File: config.mk
export PLATFORM = sky130hd
export DESIGN_NAME = digit_scan
export DESIGN_NICKNAME = d
export VERILOG_FILES = /design/src/rtl/digit_scan_pkg.sv /design/src/rtl/digit_scan_timer.sv /design/src/rtl/digit_scan.sv
export SDC_FILE = /design/constraint.sdc
export NUM_CORES = 1
export LEC_CHECK = 0
export CAP_MARGIN = 20
export CORE_MARGIN = 3
export CORE_UTILIZATION = 56
export CTS_BUF_LIST = sky130_fd_sc_hd__clkbuf_4 sky130_fd_sc_hd__clkbuf_8 sky130_fd_sc_hd__clkbuf_16
export CTS_CLUSTER_DIAMETER = 120
export CTS_CLUSTER_SIZE = 25
export DETAILED_ROUTE_END_ITERATION = 8
export PLACE_DENSITY = 0.81
export SLEW_MARGIN = 20
export SYNTH_ARGS = -nofsm -noshare
export SYNTH_HDL_FRONTEND = slang
export SYNTH_SLANG_ARGS = --single-unit
File: constraint.sdc
create_clock -name clk -period 2.2 [get_ports clk]
set_clock_uncertainty 0.15 [all_clocks]
set_input_delay 0.22 -clock clk [delete_from_list [all_inputs] [get_ports clk]]
set_output_delay 0.22 -clock clk [all_outputs]
set_load 0.05 [all_outputs]
File: src/rtl/digit_scan_pkg.sv
`default_nettype none
// ============================================================================
//  Module      : digit_scan_pkg
//  Description : Shared constants, scan-state type and width helper for the
//                seven-segment digit scan controller.
//  Revision    : 1.0 - initial release
// ============================================================================
package digit_scan_pkg;

    // Code sent to the BCD-to-seven-segment decoder to turn a digit fully off.
    localparam logic [3:0] BLANK_CODE = 4'hF;

    // Phase of the current digit slot.
    typedef enum logic [0:0] {
        GUARD = 1'b0,   // all enables low, anti-ghosting gap
        SHOW  = 1'b1    // one digit enabled
    } scan_state_t;

    // Ceil(log2(value)), never less than 1 so a vector is always declarable.
    function automatic int clog2_min1(input int value);
        int w;
        w = 1;
        while ((1 << w) < value) begin
            w = w + 1;
        end
        return w;
    endfunction

endpackage
`default_nettype wire

File: src/rtl/digit_scan_timer.sv
`default_nettype none
// ============================================================================
//  Module      : scan_timer
//  Description : Slot counter and digit index for the display scan.
//                Counter runs 0..DIV-1; the first BLANK_CYCLES counts of each
//                slot are the guard phase. The index advances on each counter
//                wrap and itself wraps after NUM_DIGITS-1.
//  Ports       : clk, rst_n      - clock, asynchronous active-low reset
//                o_guard         - current count lies in the guard phase
//                o_idx           - digit index of the current slot
//                o_frame_wrap    - last count of the last digit (commit point)
//  Revision    : 1.0 - initial release
// ============================================================================
module scan_timer
    import digit_scan_pkg::*;
#(
    parameter int NUM_DIGITS   = 4,
    parameter int DIV          = 50000,
    parameter int BLANK_CYCLES = 500,
    parameter int IDX_W        = clog2_min1(NUM_DIGITS)
) (
    input  wire logic             clk,
    input  wire logic             rst_n,
    output logic                  o_guard,
    output logic [IDX_W-1:0]      o_idx,
    output logic                  o_frame_wrap
);

    localparam int CNT_W = clog2_min1(DIV);

    localparam logic [CNT_W-1:0] c_cnt_last  = CNT_W'(DIV - 1);
    localparam logic [CNT_W-1:0] c_cnt_blank = CNT_W'(BLANK_CYCLES);
    localparam logic [IDX_W-1:0] c_idx_last  = IDX_W'(NUM_DIGITS - 1);

    logic [CNT_W-1:0] r_cnt;
    logic [IDX_W-1:0] r_idx;
    logic             w_slot_wrap;

    assign w_slot_wrap  = (r_cnt == c_cnt_last);
    assign o_guard      = (r_cnt < c_cnt_blank);
    assign o_idx        = r_idx;
    assign o_frame_wrap = w_slot_wrap && (r_idx == c_idx_last);

    always_ff @(posedge clk or negedge rst_n) begin
        if (!rst_n) begin
            r_cnt <= '0;
            r_idx <= '0;
        end else if (w_slot_wrap) begin
            r_cnt <= '0;
            r_idx <= (r_idx == c_idx_last) ? '0 : r_idx + IDX_W'(1);
        end else begin
            r_cnt <= r_cnt + CNT_W'(1);
        end
    end

endmodule
`default_nettype wire

File: src/rtl/digit_scan.sv
`default_nettype none
// ============================================================================
//  Module      : digit_scan
//  Description : Time-multiplexed scan controller for a multi-digit
//                seven-segment display. Loads land in a shadow register and
//                are committed to the displayed value only at the frame
//                boundary so a frame never mixes old and new digits.
//                Optional macro DIGIT_SCAN_LZB_EN enables leading-zero
//                blanking (digit 0 is always shown).
//  Ports       : clk, rst_n   - clock, asynchronous active-low reset
//                bcd_in       - packed BCD value, digit 0 in bits [3:0]
//                load         - capture bcd_in this cycle
//                num          - digit code to decoder, 4'hF = blank
//                digit_en     - one-hot digit enable, zero during guard
//                frame_done   - one-cycle pulse after a value is committed
//  Revision    : 1.0 - initial release
// ============================================================================
module digit_scan
    import digit_scan_pkg::*;
#(
    parameter int NUM_DIGITS   = 4,
    parameter int DIV          = 50000,
    parameter int BLANK_CYCLES = 500
) (
    input  wire logic                      clk,
    input  wire logic                      rst_n,
    input  wire logic [4*NUM_DIGITS-1:0]   bcd_in,
    input  wire logic                      load,
    output logic [3:0]                     num,
    output logic [NUM_DIGITS-1:0]          digit_en,
    output logic                           frame_done
);

    localparam int IDX_W = clog2_min1(NUM_DIGITS);

    logic                    w_guard;
    logic [IDX_W-1:0]        w_idx;
    logic                    w_frame_wrap;
    scan_state_t             w_state;

    logic [4*NUM_DIGITS-1:0] r_shadow;
    logic [4*NUM_DIGITS-1:0] r_active;
    logic                    r_pending;
    logic                    r_commit_d;
    logic [3:0]              r_num;
    logic [NUM_DIGITS-1:0]   r_digit_en;
    logic                    r_frame_done;

    logic [3:0]              w_digit;
    logic [NUM_DIGITS-1:0]   w_onehot;
    logic [3:0]              w_show_code;

    scan_timer #(
        .NUM_DIGITS   (NUM_DIGITS),
        .DIV          (DIV),
        .BLANK_CYCLES (BLANK_CYCLES),
        .IDX_W        (IDX_W)
    ) u_timer (
        .clk          (clk),
        .rst_n        (rst_n),
        .o_guard      (w_guard),
        .o_idx        (w_idx),
        .o_frame_wrap (w_frame_wrap)
    );

    assign w_state = w_guard ? GUARD : SHOW;

    // Digit select and one-hot decode; the loop form keeps index values that
    // can never occur (non power-of-two NUM_DIGITS) harmlessly blank.
    always_comb begin
        w_digit  = BLANK_CODE;
        w_onehot = '0;
        for (int i = 0; i < NUM_DIGITS; i++) begin
            if (w_idx == IDX_W'(i)) begin
                w_digit     = r_active[4*i +: 4];
                w_onehot[i] = 1'b1;
            end
        end
    end

`ifdef DIGIT_SCAN_LZB_EN
    // w_upper_zero[k]: digits k..NUM_DIGITS-1 of the active value are all 0.
    logic [NUM_DIGITS-1:0] w_upper_zero;
    logic                  w_lzb_blank;

    for (genvar k = 0; k < NUM_DIGITS; k++) begin : g_lzb
        assign w_upper_zero[k] = ~|r_active[4*NUM_DIGITS-1:4*k];
    end

    // Digit 0 is excluded so a zero value still shows a single "0".
    always_comb begin
        w_lzb_blank = 1'b0;
        for (int i = 1; i < NUM_DIGITS; i++) begin
            if ((w_idx == IDX_W'(i)) && w_upper_zero[i]) begin
                w_lzb_blank = 1'b1;
            end
        end
    end

    assign w_show_code = w_lzb_blank ? BLANK_CODE : w_digit;
`else
    assign w_show_code = w_digit;
`endif

    always_ff @(posedge clk or negedge rst_n) begin
        if (!rst_n) begin
            r_shadow     <= '0;
            r_active     <= '0;
            r_pending    <= 1'b0;
            r_commit_d   <= 1'b0;
            r_num        <= BLANK_CODE;
            r_digit_en   <= '0;
            r_frame_done <= 1'b0;
        end else begin
            if (w_state == GUARD) begin
                r_num      <= BLANK_CODE;
                r_digit_en <= '0;
            end else begin
                r_num      <= w_show_code;
                r_digit_en <= w_onehot;
            end

            // Commit is noted here and reported one cycle later so the pulse
            // lines up with the first guard cycle of digit 0.
            r_frame_done <= r_commit_d;

            if (w_frame_wrap) begin
                // A load on the commit cycle bypasses the shadow register.
                if (load) begin
                    r_active <= bcd_in;
                end else if (r_pending) begin
                    r_active <= r_shadow;
                end
                r_commit_d <= load || r_pending;
                r_pending  <= 1'b0;
            end else begin
                r_commit_d <= 1'b0;
                if (load) begin
                    r_shadow  <= bcd_in;
                    r_pending <= 1'b1;
                end
            end
        end
    end

    assign num        = r_num;
    assign digit_en   = r_digit_en;
    assign frame_done = r_frame_done;

endmodule
`default_nettype wire

==> metrics.md <==
| Metric | Value |
|---|---|
| Post-DP HPWL | about 3600 um |
| Status | finished, final reports clean |
| Max cap viols | 0 |
| Total track usage | 19.71% |
| Area growth syn-to-layout | 19.07% |
| Drt wl/cell | 14.84 um |
| Worst Hold Class | flop to flop |
| Nets@finish | 296 |
| Number of core rows | 25 |
| Pre-antenna DRT Iters | 4 |
| Yosys warnings | 0 |
| Grt peak-use layer | met2 |
| Final setup violation count | 0 |
| Routability cong. | around 0.80 |
| Multiplexer share of the synthesized area | 12.91% |
| Root Driver | clkbuf_8 |
| Worst-case headroom to the max-slew limit | 65.14% |
| Crit path cell chain | clkdlybuf4s50_1 |
| Post-route ant nets | 0 |
| Die X | 76.73 um |
| Post-synthesis sequential area ratio | between 50% and 60% |
| Vias per cell | ~5.5 |
| Via count | 1890 |
| First-pass GRT wire length | 9045 um |
| Worst Hold End | frame_done |
| Yosys cell types | 35 |
| Port bufs | 27 |
| DRT Wirelength | around 5100 um |
| Clk buf depth | 2 |
| Initial antenna violation count | 0 |
| Layout cells sized above 1 | 15.22% |
| CP Launch Type | flop |
| Clock Sinks | 61 |
| Setup slack after layout | roughly 170 ps |
| Adder-cell share of the synthesized area | around 2.2% |
| Commonest non-fill, non-tap cell in the layout | dfrtp_1 |
| DP Worst Slack | 222.1 ps |
| Number of global-route vias before repair | between 1500 and 2000 |
| H-Tree Depth | 3 |
| Cell area power density | ~660 nW/um^2 |
| R2R setup slack | 250 ps |
| Post-synth ARST share | between 90% and 100% |
| Antenna Diode Count | 0 |
| Setup repair after global routing missed its margin | no |
| Syn_nets | roughly 260 |
| CP delay by family, top | buffers and inverters |
| CTS resizes | 0 |
| Starting Density | 58.54% |
| Top_reg_cell synth | dfrtp_1 |
| Worst reg-to-reg path cell count | 4 |
| Total negative slack | 0 ps |
| Post-synthesis compound-gate area fraction | 9.156% |
| Tot Pwr | roughly 2.2 mW |
| Most frequent cells in the layout | 57 x dfrtp_1, 27 x o21ai_0, 26 x clkdlybuf4s50_1 |
| Core ar. | 4786 um^2 |
| Fmax | a little under 500 MHz |
| Req. time, crit path | 1830 ps |
| Die area | 5887 um^2 |
| Syn Std Cell Area | 2801 um^2 |
| Crit-path slowest cell | clkdlybuf4s50_1 |
| Remaining global-route overflow | 0 |
| Largest net degree at the start of global routing | slightly above 60 |
| Fin. Hold Viols | 0 |
| R2r startpoint | u_timer.r_cnt[11] |
| Cts bufs inserted | 9 |
| Tmin final | 2030 ps |
| Post-CTS setup repair buffer count | 0 |
| WP buf/inv | 1 |
| Max-slew violations | 0 |
| M3 GR Usage | 5.399% |
| Worst IR Drop VDD | just over 400 uV |
| Synth Area in Simple Gates | 13.67% |
| Io pins | 28 |
| Fill cells | approximately 350 |
| GR Layer Usage met2 | 29.44% |
| Kind of critical path | flop to output port |
| DRC violations left | 0 |
| WHS Path Cells | 0 |
| Post-synthesis average cell area | 11.77 um^2 |
| Clk Latency, worst-skew pair | 340 ps |
| GR Util met1 | a little over a quarter |
| Largest family of logic cells by synthesized area | simple AND/OR/NAND/NOR gates |
| Worst path depth | 1 |
| #FFs+latches synth | 61 |
| Lkg Pwr | roughly 1.4 nW |
| DR iter-0 viols | 123 |
| Die H | 76.73 um |
| CTS tree | yes |
| Tcrit/Tclk final | 92.26% |
| Critical Path AT | between 1500 and 2000 ps |
| CP max stage delay | 800 ps |
| Critical Path End Type | output port |
| Clock transition at path regs | roughly 60 ps |
| R2r endpoint | r_shadow[15] |
| Synth Area in XOR/XNOR | 4.064% |
| CP max FO | 1 |
| Worst-Margin Slew | approximately 520 ps |
| Cells after synthesis | 238 |
| EDFF count, synth | 0 |
| Min-delay src | r_commit_d |
==> routing by layer <==
layer	vias to the layer above	share of wire (%)
li1	911	-
met1	939	47
met2	32	47
met3	8	4.3
met4	0	1.5
met5	-	0
==> through the flow <==
stage	instance area, um^2	cells	utilization [%]	hold slack, ps
floorplan	2801	238	-	-225.6
global placement	3149	327	65.80	99.07
detailed placement	3149	327	65.80	98.24
CTS	3336	343	69.70	200.0
global route	3336	343	69.70	221.6
finish	3336	343	69.70	199.7
==> worst max-delay path by stage <==
stage	startpoint	endpoint	slack [ps]
4_1_cts	num[2]	num[2]	150
2_1_floorplan	u_timer.r_cnt[11]	r_shadow[10]	280
3_3_place_gp	load	r_active[12]	280
6_report	num[2]	num[2]	170
3_5_place_dp	u_timer.r_cnt[11]	r_active[3]	220
5_1_grt	u_timer.r_cnt[11]	r_active[13]	30
==> cell type report <==
class / count / area, um^2 / area share (%)
repair buffers: 34 / 332.8 / 9.977
flip-flops and latches: 61 / 1531 / 45.91
multi-input cells: 157 / 1177 / 35.30
clock buffers: 13 / 166.4 / 4.989
clock inverters: 2 / 10.01 / 0.3001
inverters: 9 / 33.78 / 1.013
well taps: 67 / 83.83 / 2.513
==> cells by family (layout without fill, tap and decap cells) <==
group | count (synthesis) | count (layout)
AO/OA/AOI/OAI | 46 | 46
XOR/XNOR | 13 | 13
multiplexers | 34 | 34
AND/OR/NAND/NOR | 59 | 59
flip-flops | 61 | 61
adder cells (fa/ha/maj) | 5 | 5
buffers and inverters | 20 | 58
==> synthesized netlist by cell type (5+ instances only) <==
| master | count | area share [%] |
|---|---|---|
| o21ai_1 | 10 | 1.8 |
| mux2_1 | 10 | 4.0 |
| nand4_1 | 8 | 1.8 |
| and2_1 | 5 | 1.1 |
| mux2i_1 | 17 | 6.1 |
| nor2b_1 | 5 | 1.1 |
| nand3_1 | 5 | 0.89 |
| inv_1 | 9 | 1.2 |
| dfrtp_1 | 57 | 51 |
| mux2_2 | 7 | 2.8 |
| nor2_1 | 15 | 2.0 |
| xnor2_1 | 11 | 3.4 |
| ha_1 | 5 | 2.2 |
| clkbuf_1 | 6 | 0.80 |
| o21ai_0 | 27 | 4.8 |
==> power breakdown <==
part | internal [mW] | switching [mW] | leakage (nW) | total, mW
sequential | 1.16 | 0.0205 | 0.774 | 1.18
clock | 0.485 | 0.401 | 0.0961 | 0.886
combinational | 0.0788 | 0.0676 | 0.565 | 0.146
==> timing repair <==
item                                    4_1_cts  5_1_grt
endpoints found under the setup margin        0        0
hold buffers                                  1        0
hold endpoints to repair                     57        0
==> sequential cells by signal (all words and copies together), names as in the netlist, 2 cells and up <==
name and flops:
digit_en 4, num 4, r_active 16, r_shadow 16, u_timer.o_idx 2, u_timer.r_cnt 16
(Power assumes the default switching activity.)
